===== src/rtl/fifo_arb_pkg.sv =====
// Shared types and helpers for the packet-aware FIFO write-port arbiter.
package fifo_arb_pkg;

  typedef enum logic {
    IDLE   = 1'b0,
    LOCKED = 1'b1
  } arb_state_t;

  // Round-robin pointer advance: the source after idx, wrapping at n.
  function automatic int unsigned rr_next(input int unsigned idx, input int unsigned n);
    return (idx + 32'd1 >= n) ? 32'd0 : idx + 32'd1;
  endfunction

endpackage


===== src/rtl/fifo_wr_arbiter_rr_pick.sv =====
// Combinational round-robin picker: rotate requests so ptr sits at bit 0,
// take the lowest set bit, then rotate the offset back to a source index.
module rr_pick #(
  parameter int NUM_SRC = 4,
  parameter int IDX_W   = $clog2(NUM_SRC)
) (
  input  logic [NUM_SRC-1:0] req,
  input  logic [IDX_W-1:0]   ptr,
  output logic [NUM_SRC-1:0] gnt,
  output logic [IDX_W-1:0]   gnt_idx,
  output logic               any
);

  localparam logic [IDX_W:0] N_EXT = (IDX_W+1)'(NUM_SRC);

  logic [NUM_SRC-1:0] rot;
  logic [IDX_W:0]     j;
  logic [IDX_W-1:0]   off;
  logic [IDX_W:0]     sum;

  // Rotate the request vector so the source at ptr lands on bit 0.
  always_comb begin
    rot = '0;
    j   = '0;
    for (int i = 0; i < NUM_SRC; i++) begin
      j = (IDX_W+1)'(i) + {1'b0, ptr};
      if (j >= N_EXT) j = j - N_EXT;
      rot[i] = req[j[IDX_W-1:0]];
    end
  end

  // Fixed priority on the rotated vector: lowest set bit wins.
  always_comb begin
    off = '0;
    for (int i = NUM_SRC-1; i >= 0; i--) begin
      if (rot[i]) off = IDX_W'(i);
    end
  end

  assign any     = |req;
  assign sum     = {1'b0, off} + {1'b0, ptr};
  assign gnt_idx = (sum >= N_EXT) ? IDX_W'(sum - N_EXT) : sum[IDX_W-1:0];
  assign gnt     = any ? (NUM_SRC'(1) << gnt_idx) : '0;

endmodule


===== src/rtl/fifo_wr_arbiter.sv =====
// Packet-aware round-robin arbiter sharing one FIFO write port among
// NUM_SRC streaming sources. A source winning on a start-of-packet beat
// keeps the port until its end-of-packet beat is written.
//
//   state  | meaning
//   IDLE   | no owner; arbitrate among sop requests, accept no beats
//   LOCKED | owner in grant; its beats pass to the FIFO until eop accepted
module fifo_wr_arbiter
  import fifo_arb_pkg::*;
#(
  parameter int NUM_SRC = 4,
  parameter int WIDTH   = 32,
  parameter int IDX_W   = $clog2(NUM_SRC)
) (
  input  logic                     clk_i,
  input  logic                     rst_i,
  input  logic [NUM_SRC*WIDTH-1:0] src_data_i,
  input  logic [NUM_SRC-1:0]       src_valid_i,
  input  logic [NUM_SRC-1:0]       src_sop_i,
  input  logic [NUM_SRC-1:0]       src_eop_i,
  output logic [NUM_SRC-1:0]       src_ready_o,
  output logic [WIDTH-1:0]         fifo_data_o,
  output logic                     fifo_wr_o,
  input  logic                     fifo_full_i,
  output logic [NUM_SRC-1:0]       grant_o,
  output logic                     busy_o,
  output logic                     err_o
);

  arb_state_t         state, state_next;
  logic [NUM_SRC-1:0] grant, grant_next;
  logic [IDX_W-1:0]   gidx, gidx_next;
  logic [IDX_W-1:0]   rr_ptr, rr_ptr_next;
  logic               first_beat, first_next;
  logic               err, err_next;

  logic [NUM_SRC-1:0] req;
  logic [NUM_SRC-1:0] pick_gnt;
  logic [IDX_W-1:0]   pick_idx;
  logic               pick_any;
  logic               locked;
  logic               accept;

  assign req = src_valid_i & src_sop_i;

  rr_pick #(
    .NUM_SRC (NUM_SRC),
    .IDX_W   (IDX_W)
  ) u_rr_pick (
    .req     (req),
    .ptr     (rr_ptr),
    .gnt     (pick_gnt),
    .gnt_idx (pick_idx),
    .any     (pick_any)
  );

  assign locked = (state == LOCKED);
  // Full stalls the owner without dropping the lock; the source holds its beat.
  assign accept = locked & src_valid_i[gidx] & ~fifo_full_i;

  // grant is all-zero in IDLE, so masking it with !full gives the ready vector.
  assign src_ready_o = grant & {NUM_SRC{~fifo_full_i}};
  assign fifo_wr_o   = accept;
  assign fifo_data_o = locked ? src_data_i[int'(gidx)*WIDTH +: WIDTH] : '0;
  assign grant_o     = grant;
  assign busy_o      = locked;
  assign err_o       = err;

  // Next-state logic: arbitration in IDLE, packet tracking and error detection in LOCKED.
  always_comb begin
    state_next  = state;
    grant_next  = grant;
    gidx_next   = gidx;
    rr_ptr_next = rr_ptr;
    first_next  = first_beat;
    err_next    = 1'b0;
    case (state)
      IDLE: begin
        // A beat offered without sop while nobody owns the port is a protocol slip.
        err_next = |(src_valid_i & ~src_sop_i);
        if (pick_any) begin
          state_next = LOCKED;
          grant_next = pick_gnt;
          gidx_next  = pick_idx;
          first_next = 1'b1;
        end
      end
      LOCKED: begin
        if (accept) begin
          first_next = 1'b0;
          // A repeated sop is still written; it only raises the flag.
          err_next   = src_sop_i[gidx] & ~first_beat;
          if (src_eop_i[gidx]) begin
            state_next  = IDLE;
            grant_next  = '0;
            gidx_next   = '0;
            rr_ptr_next = IDX_W'(rr_next(32'(gidx), NUM_SRC));
          end
        end
      end
    endcase
  end

  // State register; reset drops any lock immediately.
  always_ff @(posedge clk_i or posedge rst_i) begin
    if (rst_i) begin
      state      <= IDLE;
      grant      <= '0;
      gidx       <= '0;
      rr_ptr     <= '0;
      first_beat <= 1'b0;
      err        <= 1'b0;
    end else begin
      state      <= state_next;
      grant      <= grant_next;
      gidx       <= gidx_next;
      rr_ptr     <= rr_ptr_next;
      first_beat <= first_next;
      err        <= err_next;
    end
  end

endmodule


===== config.mk =====
export PLATFORM = sky130hd
export DESIGN_NAME = fifo_wr_arbiter
export DESIGN_NICKNAME = d
export VERILOG_FILES = /design/src/rtl/fifo_arb_pkg.sv /design/src/rtl/fifo_wr_arbiter_rr_pick.sv /design/src/rtl/fifo_wr_arbiter.sv
export SDC_FILE = /design/constraint.sdc
export NUM_CORES = 1
export LEC_CHECK = 0
export ABC_CLOCK_PERIOD_IN_PS = 3600
export CAP_MARGIN = 0
export CORE_MARGIN = 1.5
export CORE_UTILIZATION = 32
export DETAILED_ROUTE_END_ITERATION = 6
export GPL_TIMING_DRIVEN = 0
export HOLD_SLACK_MARGIN = 0.02
export PLACE_DENSITY = 0.88
export SLEW_MARGIN = 40
export SYNTH_ARGS = -nofsm -noshare
export SYNTH_HDL_FRONTEND = slang
export SYNTH_SLANG_ARGS = --single-unit

===== constraint.sdc =====
create_clock -name clk_i -period 3.6 [get_ports clk_i]
set_input_delay 0.72 -clock clk_i [delete_from_list [all_inputs] [get_ports clk_i]]
set_output_delay 0.72 -clock clk_i [all_outputs]
set_load 0.01 [all_outputs]

## Yosys cells after proc, flatten, opt, wreduce, memory -nomap -nowiden

Cells that the tools add are included.

- Output and inout bits: 43
- Flip-flop bits (word level): 11
- Input port bits: 143

- Mux-type cells: 42
- Reductions and logical operators: 5
- Add/sub/neg operators: 10
- Equality and inequality tests: 3
- Bitwise logic cells: 10
- Magnitude comparators: 11
- Shifts and indexed selects: 2

Operators by type and width:

| kind | number |
|---|---|
| $shiftx 128x8->32 | 1 |
| $mux 32 | 1 |
| $mux 2 | 13 |
| $ge 3x3->1 const B | 5 |
| $lt 2x3->1 const B | 5 |
| $bmux 1 s2 | 7 |
| $mux 1 | 13 |
| $and 4x4->4 | 3 |
| $mux 4 | 3 |
| $sub 2x1->2 const B | 5 |
| $pmux 4 s2 | 1 |
| $reduce_or 4->1 | 2 |
| $add 2x2->3 const A | 2 |
| $pmux 1 s2 | 3 |
| $reduce_and 3->1 | 2 |
| $ne 2x2->1 const B | 2 |
| $not 4->4 | 1 |
| $pmux 2 s2 | 1 |
| $shl 1x2->4 const A | 1 |
| $add 1x2->3 const A | 1 |
| $add 2x1->3 const B | 1 |
| $add 2x2->3 | 1 |
| $and 1x1->1 | 3 |
| $ge 2x3->1 const B | 1 |
| other kinds (3) | 5 |

## Logic depth before layout (Yosys ltp)

Gate-level depths: netlist (run 1).

- Depth after elaboration: 15
- Depth in mapped cells: 9
- Mapped depth without buffers: 9

## Modules after synthesis

From an unflattened synthesis (run 1), not the netlist that was laid out.

- Cells, all modules: 173
- Area, all modules: 1958.1 um^2

By module, submodules not included:

| module | area an instance (um^2) | times used | sequential area each (um^2) | cells each |
|---|---|---|---|---|
| fifo_wr_arbiter | 1667.8 | 1 | 275.3 | 136 |
| rr_pick | 290.3 | 1 | 0.0 | 37 |

## Least setup slack after synthesis (run 1)

OpenSTA, ideal clock, no wires.

- Kind: input port to flip-flop
- Start point: input src_sop_i[1]
- End point: register grant[2] (netlist: grant_o[2])
- Arrival time: 2.140 ns
- Data required time: 3.479 ns
- Slack: 1.339 ns
- Path buffers: 0
- Cell stages on the path: 8
- Cell sequence: and2_1 > and3_1 > o31ai_1 > nand3_1 > ha_1 > xnor2_1 > xnor2_1 > a32o_2

- Cells in the longest elaborated chain, start to end: 13

Ends and longest elaborated chain:

| what | line | text |
|---|---|---|
| start, declared | fifo_wr_arbiter.sv:19 | `input logic [NUM_SRC-1:0] src_sop_i,` |
| $and 4x4->4 (*) | fifo_wr_arbiter.sv:44 | `assign req = src_valid_i & src_sop_i;` |
| $bmux 1 s2 | fifo_wr_arbiter_rr_pick.sv:28 | `rot[i] = req[j[IDX_W-1:0]];` |
| $mux 1 (not written as such) | fifo_wr_arbiter_rr_pick.sv:28 |  |
| $mux 2 (4 in series) | fifo_wr_arbiter_rr_pick.sv:36 | `if (rot[i]) off = IDX_W'(i);` |
| $add 2x2->3 | fifo_wr_arbiter_rr_pick.sv:41 | `assign sum = {1'b0, off} + {1'b0, ptr};` |
| $ge 3x3->1 / $sub 2x1->2 (equally long branches) | fifo_wr_arbiter_rr_pick.sv:42 | `assign gnt_idx = (sum >= N_EXT) ? IDX_W'(sum - N_EXT) : sum[IDX_W-1:0];` |
| $mux 2 | fifo_wr_arbiter_rr_pick.sv:42 |  |
| $shl 1x2->4 | fifo_wr_arbiter_rr_pick.sv:43 | `assign gnt = any ? (NUM_SRC'(1) << gnt_idx) : '0;` |
| $mux 4 | fifo_wr_arbiter.sv:81 | `if (pick_any) begin` |
| $pmux 4 s2 | fifo_wr_arbiter.sv:77 | `case (state)` |
| end signal, assigned | fifo_wr_arbiter.sv:115 | `grant <= grant_next;` |
| end, declared | fifo_wr_arbiter.sv:31 | `logic [NUM_SRC-1:0] grant, grant_next;` |

Mark *: on every way between the ends. The rest lies on a longest branch, timed or not. The select of a mux whose other input is x is not followed.
A chain may end at the register's enable or synchronous reset.

## Final worst setup path (run 1)

- Start point: input src_valid_i[2]
- End point: output fifo_wr_o

- Cells in the longest elaborated chain, start to end: 4

Ends and longest elaborated chain:

| what | line | text |
|---|---|---|
| start, declared | fifo_wr_arbiter.sv:18 | `input logic [NUM_SRC-1:0] src_valid_i,` |
| $bmux 1 s2 | fifo_wr_arbiter.sv:59 | `assign accept = locked & src_valid_i[gidx] & ~fifo_full_i;` |
| $mux 1 (not written as such) | fifo_wr_arbiter.sv:59 |  |
| $and 1x1->1 (2 in series) | fifo_wr_arbiter.sv:59 |  |
| end, declared | fifo_wr_arbiter.sv:23 | `output logic fifo_wr_o,` |

No other way between the ends. The select of a mux whose other input is x is not followed.

==> results of run 1 <==
cells in the mapped netlist, types with 2 or more instances:
cell / count
a21o_1: 2
a21oi_1: 2
a22o_1: 6
a32o_2: 2
a32oi_1: 2
and2_1: 34
buf_2: 5
clkbuf_1: 5
dfrtp_1: 11
ha_1: 2
inv_1: 8
mux2_2: 2
mux4_2: 34
nand2_1: 5
nand3_1: 3
nor2_1: 2
nor2b_1: 4
o2bb2ai_1: 2
xnor2_1: 2
logic make-up after synthesis:
family,share of synthesized area
and+or+nand+nor,0.185
muxes,0.458
AOI/OAI and AO/OA,0.124
buffers and inverters,0.0535
DFF,0.155
xor gates and xnor gates,0.00986
adders and majority gates,0.0141
per-stage QoR:
stage | setup slack, ns | power (uW) | hold slack, ns
after floorplan | 1.34 | 1190 | 0.446
final | 0.456 | 2030 | 0.483
after detailed placement | 0.454 | 1920 | 0.472
after global routing | 0.376 | 2180 | 0.499
after CTS | 0.449 | 2050 | 0.479
after global placement | 0.455 | 1900 | 0.456
worst max-delay path, stage by stage:
cell             delay (ns)
clkdlybuf4s50_1        0.51
mux4_2                 0.53
nand3b_4               0.11
inv_4                  0.05
clkdlybuf4s50_1        0.50
path summary, 6_finish.rpt:
| check | endpoint | depth (start not counted) | startpoint |
|---|---|---|---|
| worst max-delay path | fifo_wr_o | 5 | src_valid_i[2] |
| worst min-delay path | err_o | 1 | first_beat |
| worst max register to register | grant_o[2] | 8 | rr_ptr[0] |
| worst min register to register | err_o | 1 | first_beat |
| max in group asynchronous | err_o | 2 | rst_i |
| min in group asynchronous | grant_o[3] | 2 | rst_i |
state kept, by name, indices dropped and copies added, names as in the netlist:
register	flops
rr_ptr	2
grant_o	4
err_o	1
busy_o	1
first_beat	1
gidx	2
power breakdown:
part / total (uW) / leakage [uW] / switching (uW) / internal [uW]
combinational: 1680 / 0.00125 / 656 / 1020
sequential: 223 / 0.000137 / 47.0 / 176
clock: 121 / 0.0000228 / 43.3 / 77.5
total: 2030 / 0.00141 / 747 / 1280
per-layer routing:
layer / wire length [um] / global-route usage / up-vias
met5: 0 / 0 / -
met4: 116 / 0.0473 / 0
met3: 430 / 0.0424 / 8
met2: 3960 / 0.454 / 88
met1: 2700 / 0.273 / 1018
li1: - / - / 983
final cells by class:
class | count | area (um^2)
plain buffers | 12 | 58.8
clock buffers | 4 | 45.0
fillers | 414 | 1480
inverters | 9 | 36.3
multi-input cells | 119 | 1410
flip-flops and latches | 11 | 275
well taps | 70 | 87.6
repair buffers | 185 | 1850
==> summary.txt, run 1 <==
Timing
  • Maximum clock rate: approximately 0.32 GHz
  • Setup TNS: 0 ns
  • Tmin final: 3.14 ns
  • Clock skew: ~0.00068 ns
  • Relative slew margins: 0.606
  • Worst slew pin tran: ~0.59 ns
  • RSZ-0062 raised after global routing: no
  • Slew Viols, Final: 0
  • Final setup fails: 0
  • Hold Fails Final Rpt: 0
  • Fin crit share: 0.873

Power and ir drop
  • Pleak: 0.00141 uW
  • P per Cell Area: 538 mW/mm^2
  • Worst vdd ir: between 0.3 and 0.4 mV

Layout
  • Post-route cell area: between 0.003 and 0.004 mm^2
  • Final cell count without fillers: 410
  • P&R area growth vs syn: 112%
  • Layout cells sized above 1: 0.156
  • Fin nets: 486
  • Antenna cells: 0
  • Util after Layout: 0.718
  • Most frequent cells in the layout: clkdlybuf4s50_1 (185), mux4_2 (34), and2_1 (34)
  • Most common cell after layout, fill and taps aside: clkdlybuf4s50_1

Clocking
  • CTS tree: done
  • PostCTS Resize Cnt: 0
  • TritonCTS Buffers: 3
  • Post-CTS Setup Inserts: 0
  • Clock Latency Late Sink: 0.23 ns
  • CTS H-tree depth: 1
  • Hold Buf Count CTS: 0
  • Clock-pin slew on the worst setup and hold paths: around 0.05 ns
  • Root Driver: clkbuf_8
  • Clock tree sinks: 11
  • Clock Path Buffers: 2

Drt
  • DRT Wirelength: 7210 um
  • Vias: 2097
  • Antenna viol nets, final: 0
  • Iteration-0 DRC Markers: between 50 and 60
  • Drt via density: 5.11
  • Routed len/inst: approximately 18 um
  • TritonRoute pass-1 iters: 4
  • DRC viols: 0

Critical path
  • Crit path capture type: output pin
  • Critical path class: in -> out
  • Critical Path Source Type: primary input
  • FF-to-FF setup slack: 1.52 ns
  • Crit path arrival time: ~2.4 ns
  • CP required: 2.88 ns
  • Max FO, Critical Path: 6

Floorplan
  • Core box area: 0.00524 mm^2
  • DIE WIDTH: 77.5 um
  • Starting density of the core: 0.339
  • I/O pin cnt: 186
  • Site row count: 26
  • Die area: 0.00601 mm^2
  • Die Y: 77.5 um

Place
  • DP Cell Count: 406
  • Area after DPL: 0.00372 mm^2
  • Routability cong.: 0.850
  • Post-DP HPWL: about 6200 um
  • PortBufs: 185

Synthesis
  • Synth cell types: 37
  • Register area share after synthesis: 0.155
  • Synth Flop Type: dfrtp_1
  • Main area contributors after synthesis: mux4_2 (43%), dfrtp_1 (15%), and2_1 (12%), a22o_1 (3.0%), inv_1 (1.7%)
  • #FFs+latches synth: 11
  • Syn_nets: a little under 300
  • Synth Cell Area: 0.00178 mm^2
  • Yosys warns: 0
  • EDFF count, synth: 0
  • Top cell type's share of synthesized area: 0.431
  • Largest area contributor in the netlist: mux4_2
  • Mapped Cells: 151
  • Mean Syn Cell Area: roughly 12 um^2
  • Asr flop ratio synth: 1.00

Global route
  • Antenna violations before repair: 0
  • Global-route wire length before repair: 11200 um
  • Gr usage total: 0.237
  • Largest net degree at the start of global routing: 12
  • Via count of the first global-routing pass: 2178
  • Congestion Overflow GR: 0

Status
  • Outcome: finished, final reports clean

Worst hold path
  • HP Class: reg -> reg

Run
  • Max_cap viols: 0
Power figures use the tool's default switching activity.
==> run 2, diff against run 1 <==
CELL_PAD_IN_SITES_DETAIL_PLACEMENT = 0   (was unset)
CELL_PAD_IN_SITES_GLOBAL_PLACEMENT = 1   (was unset)
CORE_UTILIZATION = 21   (was 32)
PLACE_DENSITY = 0.85   (was 0.88)
==> run 2 against run 1 <==
  * Fmax fell by 0.69%
  * Combinational power about the same
  * Cell count up 8.5%
  * Via count decreased by 1.1%
  * First-iteration DRC count down 46%
  * Sequential power about the same
  * Wire length increased by 2.2%
  * Highest routed layer unchanged
==> summary.txt, run 2 (synthesis gave the netlist of run 1 again) <==
Layout
  • Most frequent cells in the layout: clkdlybuf4s50_1 (185), mux4_2 (34), and2_1 (34)
  • Layout cells sized above 1: 0.156
  • Fin nets: 486
  • Filler cell count: 775
  • Final cell count without fillers: 445
  • Antenna cells: 0
  • Max reg flops: 4
  • Most common cell after layout, fill and taps aside: clkdlybuf4s50_1
  • P&R area growth vs syn: 114%

Timing
  • Hold slack: 0.477 ns
  • RSZ-0062 raised after global routing: no
  • Fin crit share: 0.879
  • Final setup fails: 0
  • Slew Viols, Final: 0
  • Tmin final: between 3 and 4 ns
  • Hold Fails Final Rpt: 0
  • Clock skew: 0.00460 ns
  • Setup TNS: 0 ns
  • Relative slew margins: 0.612
  • Maximum clock rate: 0.316 GHz
  • Worst slew pin tran: 0.583 ns

Critical path
  • Critical path class: in -> out
  • Reg2reg start: rr_ptr[0]
  • Max FO, Critical Path: 6
  • Crit path arrival time: 2.45 ns
  • Critical Path Source Type: primary input
  • FF-to-FF setup slack: approximately 1.3 ns
  • Reg2reg end: grant_o[3]
  • R2R depth: 8
  • CP required: roughly 2.9 ns
  • Crit path capture type: output pin

Floorplan
  • Site row count: 33
  • Core box area: 0.00822 mm^2
  • I/O pin cnt: ~190
  • Starting density of the core: 0.216
  • Die area: 0.00902 mm^2
  • Die Y: 95.0 um
  • DIE WIDTH: approximately 95 um

Clocking
  • CTS tree: done
  • Clock-pin slew on the worst setup and hold paths: ~0.050 ns
  • Hold Buf Count CTS: 0
  • Root Driver: clkbuf_8
  • Clock Latency Late Sink: 0.24 ns
  • TritonCTS Buffers: 3
  • CTS H-tree depth: 1
  • PostCTS Resize Cnt: 0
  • Post-CTS Setup Inserts: 0
  • Clock tree sinks: 11
  • Clock Path Buffers: 2

Drt
  • TritonRoute pass-1 iters: 5
  • Routed len/inst: between 15 and 20 um
  • Drt via density: ~4.7
  • Vias: 2073
  • Iteration-0 DRC Markers: 30
  • DRT Wirelength: 7380 um
  • Antenna viol nets, final: 0
  • DRC viols: 0

Run
  • Max_cap viols: 0

Worst hold path
  • HP Start: first_beat
  • Worst Hold End: err_o
  • HP Class: reg -> reg
  • Hold Path Depth: 1

Global route
  • Via count of the first global-routing pass: 2123
  • Gr usage total: 0.157
  • Antenna violations before repair: 0
  • Congestion Overflow GR: 0
  • Largest net degree at the start of global routing: 12
  • Global-route wire length before repair: 11100 um

Power and ir drop
  • P per Cell Area: 535 mW/mm^2
  • Pleak: 0.00141 uW
  • Worst vdd ir: 0.341 mV
  • Final Power: 2030 uW

Place
  • PortBufs: 185
  • Routability cong.: 0.803
  • DP Cell Count: approximately 440
  • Post-DP HPWL: 6100 um

Status
  • Outcome: finished, final reports clean
[run 2: metal layers]
metal	track usage	vias to the layer above	wire [um]
met3	0.0330	2	683
li1	-	981	-
met4	0.0187	0	14
met2	0.296	99	3790
met1	0.186	991	2890
met5	0	-	0
[run 2: how the worst max path moves through the flow]
stage / startpoint / to / slack [ns] / cells after the start
finish: src_valid_i[2] / fifo_wr_o / 0.43 / 5
global route: gidx[1] / fifo_data_o[22] / 0.33 / 5
CTS: src_valid_i[2] / fifo_wr_o / 0.43 / 5
detailed placement: src_valid_i[2] / fifo_wr_o / 0.43 / 5
global placement: src_valid_i[2] / fifo_wr_o / 0.47 / 5
floorplan: src_sop_i[1] / grant_o[2] / 1.34 / 8
[run 2: cell type report]
class	instances	area (um^2)	area share
Timing Repair Buffer	185	1850	0.487
Multi-Input combinational cell	119	1410	0.370
Sequential cell	11	275	0.0723
Tap cell	105	131	0.0345
Buffer	12	58.8	0.0155
Clock buffer	4	45.0	0.0118
Inverter	9	36.3	0.00954
[run 2: worst max-delay path, stage by stage]
cell and delay, ns:
clkdlybuf4s50_1 0.52, mux4_2 0.54, nand3b_4 0.12, inv_4 0.06, clkdlybuf4s50_1 0.49
[run 2: power breakdown]
part           switching [uW]  internal, uW  leakage [uW]
combinational             662          1020       0.00125
clock                    45.3          77.7     0.0000228
sequential               48.4           176      0.000137
total                     756          1280       0.00141
[run 2: metrics by stage]
step	utilization	setup slack (ns)	cell area, um^2
6_report	0.463	0.435	3800
5_1_grt	0.463	0.328	3800
4_1_cts	0.463	0.426	3800
3_5_place_dp	0.458	0.433	3760
3_3_place_gp	0.458	0.466	3760
2_1_floorplan	-	1.34	1780
==> RTL edit 1, RTL diff (settings of run 1) <==
`NUM_SRC` is set to 4 in 2 places; all go to 2.
--- a/src/rtl/fifo_wr_arbiter_rr_pick.sv
+++ b/src/rtl/fifo_wr_arbiter_rr_pick.sv
@@ -1,7 +1,7 @@
 // Combinational round-robin picker: rotate requests so ptr sits at bit 0,
 // take the lowest set bit, then rotate the offset back to a source index.
 module rr_pick #(
-  parameter int NUM_SRC = 4,
+  parameter int NUM_SRC = 2,
   parameter int IDX_W   = $clog2(NUM_SRC)
 ) (
   input  logic [NUM_SRC-1:0] req,
--- a/src/rtl/fifo_wr_arbiter.sv
+++ b/src/rtl/fifo_wr_arbiter.sv
@@ -8,7 +8,7 @@
 module fifo_wr_arbiter
   import fifo_arb_pkg::*;
 #(
-  parameter int NUM_SRC = 4,
+  parameter int NUM_SRC = 2,
   parameter int WIDTH   = 32,
   parameter int IDX_W   = $clog2(NUM_SRC)
 ) (
Ports: changed (6 resized); port bits go from 186 to 112. No check against the original RTL was run, so the function may have changed too.
==> RTL edit 1 against run 1 <==
  * Power fell by 58%
  * Setup slack improved by 0.19 ns
  * Register-to-register slack improved by 0.59 ns
  * Combinational power fell by 61%
  * Sequential cell count is 5 lower
  * Routed wire length fell by 53%
  * Cell area shrank 46%
  * Synthesized area down 52%
  * Critical endpoint unchanged
  * Largest power group unchanged
==> RTL edit 1: results (changes against run 1) <==
[status]
status=finished, final reports clean  ; unchanged

[synthesis]
synth-seq-area-share_pct=17.7  ; was 15.5%
ys_top_cells_by_count=mux2i_1, nor2_1, dfrtp_1  ; was and2_1, mux4_2, dfrtp_1
postSynthAreaPerCell_sq_um=8.00  ; was 11.8 sq um
synth_xor_area_share_pct=0  ; was 0.986%
synthDistinctLibCells=24  ; was 37

[layout]
drive_above_1_share_pct=6.36  ; was 15.6%
buffers=119  ; was 197
largest_reg_flops=2  ; was 4
regArea_sq_um=150  ; was 275 sq um
inverters=6  ; was 9

[setup_path]
crit_arrival_ns=2.23  ; was 2.42 ns
crit_fanout=5  ; was 6

[placed_design]
place_congestion=0.733  ; was 0.850
portBuffers=111  ; was 185
dp_cells=247  ; was 406
pre_cts_slack_ns=0.675  ; was 0.454 ns

[pwr]
p_comb_share_pct=78.1  ; was 83.0%
p_leak_nw=0.804  ; was 1.41 nW
p_seq_mw=0.117  ; was 0.223 mW
share_seq_of_total_power_pct=13.8  ; was 11.0%

[global_route]
met3_usage_pct=6.56  ; was 4.24%
use_met1_pct=22.0  ; was 27.3%
track_usage_pct=21.8  ; was 23.7%
met2_usage_pct=43.6  ; was 45.4%
grt_pass1_wl_mm=4.78  ; was 11.2 mm

[route]
avgViaCountPerCell=4.90  ; was 5.11
drt_iter0_drc=15  ; was 56
vias=1225  ; was 2097
met1Wirelength_mm=1.16  ; was 2.70 mm

[sta]
clock_skew_ns=0.000739  ; was 0.000679 ns
relSlewSlack_pct=71.7  ; was 60.6%

[clocking]
clockRootBuffer=clkbuf_4  ; was clkbuf_8

## RTL edit 1: cell types whose count changed in the layout (fill, tap and decap cells not counted), sizes merged, moves of 3 or more
cell / run 1 / this run
inv: 9 / 5
clkdlybuf4s50: 185 / 111
dfrtp: 11 / 6
nand3: 3 / 0
nor2b: 4 / 1
nand2: 6 / 1
mux2i: 0 / 33
nor2: 2 / 33
and2: 34 / 0
mux4: 35 / 0
clkbuf: 9 / 6
a22o: 6 / 0
## RTL edit 1: worst paths after layout
kind	startpoint	end	slack (ns)
max	src_valid_i[1]	fifo_wr_o	0.65
min	first_beat	err_o	0.50
max reg2reg	grant_o[1]	grant_o[1]	2.11
min reg2reg	first_beat	err_o	0.50
max in group asynchronous	rst_i	busy_o	2.73
min in group asynchronous	rst_i	grant_o[0]	0.68
## RTL edit 1: critical path, stage by stage
cell and delay, ns:
clkdlybuf4s50_1 0.56, mux2_4 0.19, nand3b_1 0.11, inv_1 0.11, clkdlybuf4s50_1 0.54
==> RTL edit 2, RTL diff (settings of run 1) <==
Without the edit above. Register the output `err_o` once more, cleared by the reset; this adds one clock of latency there. The other outputs are not delayed to match.
--- a/src/rtl/fifo_wr_arbiter.sv
+++ b/src/rtl/fifo_wr_arbiter.sv
@@ -64,7 +64,13 @@
   assign fifo_data_o = locked ? src_data_i[int'(gidx)*WIDTH +: WIDTH] : '0;
   assign grant_o     = grant;
   assign busy_o      = locked;
-  assign err_o       = err;
+  always_ff @(posedge clk_i or posedge rst_i) begin
+    if (rst_i) begin
+      err_o <= '0;
+    end else begin
+      err_o <= err;
+    end
+  end
 
   // Next-state logic: arbitration in IDLE, packet tracking and error detection in LOCKED.
   always_comb begin
Function: changed (a bounded check fails within 4 cycles, from zero or initial values and one cycle with rst_i high).
==> RTL edit 2 against run 1 <==
  * Die area increased by 8.7%
  * Cell area increased by 4.7%
  * Clock power increased by 23%
  * Maximum frequency increased by 2.1%
  * First-iteration DRC count decreased by 38%
  * Via count increased by 11%
  * Routed wire length increased by 15%
  * Setup slack improved by 0.064 ns
  * Sequential cell count increased by 1
  * Critical path depth unchanged
  * Register-to-register slack got worse by 0.05 ns
  * Synthesized area increased by 9.0%
  * Highest routed layer unchanged
  * Power increased by 6.5%
==> RTL edit 2: results (changes against run 1) <==
[status]
status=finished, final reports clean  ; unchanged

[placed_design]
pre_cts_slack_ns=0.536  ; was 0.454 ns
hpwl_mm=7.08  ; was 6.23 mm
place_congestion=0.795  ; was 0.850
dpl_cell_area_sq_um=3880  ; was 3720 sq um

[synthesis]
synth-seq-area-share_pct=15.5  ; about the same
yosys_warnings=0  ; unchanged
ys_async_sr_fraction_pct=100  ; unchanged
synth_nets=320  ; was 296
synth-main-ff-cell=dfrtp_1  ; unchanged
ys_top_cells_by_count=and2_1, mux4_2, nand2_1  ; was and2_1, mux4_2, dfrtp_1
synthCells=175  ; was 151
synth_edf_count=0  ; unchanged
synthDistinctLibCells=45  ; was 37
synth.area.top_cells=mux4_2, dfrtp_1, and2_1, a2111oi_4, nand3_1  ; was mux4_2, dfrtp_1, and2_1, a22o_1, inv_1
synth_top_area_share_pct=39.5  ; was 43.1%

[route]
first_pass_iters=4  ; unchanged
drt_iter0_drc=35  ; was 56
wl_mm=8.31  ; was 7.21 mm
vias=2331  ; was 2097

[pwr]
p_leak_nw=1.46  ; was 1.41 nW
p_seq_mw=0.236  ; was 0.223 mW
powerDensity_nw_per_um2=548  ; was 538 nW/um^2
powerClk_mw=0.149  ; was 0.121 mW
switchingPower_mw=0.818  ; was 0.747 mW
ir_drop_mv=0.335  ; was 0.395 mV

[layout]
nFillCells=452  ; was 414
largest_reg_flops=4  ; unchanged
drive_above_1_share_pct=17.0  ; was 15.6%
nets=510  ; was 486
antenna_cells=0  ; unchanged
stdcell_count=439  ; was 410

[global_route]
grt_overflow=0  ; unchanged
antenna_found_initial=0  ; unchanged
grt_pass1_wl_mm=11.8  ; was 11.2 mm
grt_start_max_net_pins=13  ; was 12
track_usage_pct=24.1  ; was 23.7%
grt_pass1_vias=2370  ; was 2178

[sta]
clock_skew_ns=0.000997  ; was 0.000679 ns
worstMarginPinSlew_ns=0.563  ; was 0.591 ns

[setup_path]
crit_start=gidx[0]  ; was src_valid_i[2]
reg2reg_from=rr_ptr[0]  ; unchanged
crit_fanout=10  ; was 6

[min_path]
hp-class=reg -> reg  ; unchanged
hp-start=err  ; was first_beat

[clocking]
clockRootBuffer=clkbuf_8  ; unchanged
postCtsSetupBuffers=0  ; unchanged
cts_buffers=3  ; unchanged
cts_htree_levels=1  ; unchanged
clkTransAtPathRegs_ns=0.05  ; about the same
cts.path.max_buffers=2  ; unchanged
cts_resized=0  ; unchanged

-- RTL edit 2: changes by cell type in the layout (fill, tap and decap cells not counted), sizes merged, moves of 2 or more --
cell     delta
nand3       +7
a32oi       -2
o21ai       +8
o21a        +2
a22o        -5
nor3        +2
a2111oi     +3
o2bb2ai     -2
nand2       +8
o2111a      +2
-- RTL edit 2: critical path: stages (launching register included) --
cell	delay [ns]
dfrtp_1	0.43
buf_4	0.24
buf_4	0.24
mux4_2	0.52
and2_1	0.17
clkdlybuf4s50_1	0.51
-- RTL edit 2: layer usage --
layer / global-route usage (%) / share of wire (%) / vias to the layer above
met5: 0 / 0 / -
met4: 9.83 / 3.7 / 0
met3: 7.64 / 10 / 27
met2: 46.9 / 54 / 125
met1: 23.0 / 33 / 1113
li1: - / - / 1066
-- RTL edit 2: cells by family (layout without fill, tap and decap cells) --
logic type | count (synthesis) | after routing | synth area share [%]
DFF | 12 | 12 | 15.5
buffers and inverters | 22 | 211 | 5.43
and+or+nand+nor | 70 | 70 | 20.3
adders and majority gates | 2 | 2 | 1.29
xor gates and xnor gates | 2 | 2 | 0.905
muxes | 37 | 37 | 41.2
AOI/OAI and AO/OA | 30 | 30 | 15.3
-- RTL edit 2: layout make-up --
cell class              instances  area (sq um)  area share [%]
repair buffers                185          1850            47.0
multi-input cells             141          1530            38.9
flip-flops and latches         12           300            7.63
well taps                      75          93.8            2.38
plain buffers                  13          71.3            1.81
clock buffers                   4          55.1            1.40
inverters                       9          33.8           0.858
-- RTL edit 2: path summary, 6_finish.rpt --
path,slack [ns],cells past startpoint,endpoint
max,0.52,5,fifo_data_o[24]
min,0.36,0,err_o
max reg2reg,1.47,8,gidx[1]
min reg2reg,0.36,0,err_o
max in group asynchronous,2.53,2,grant_o[1]
min in group asynchronous,0.77,2,err_o
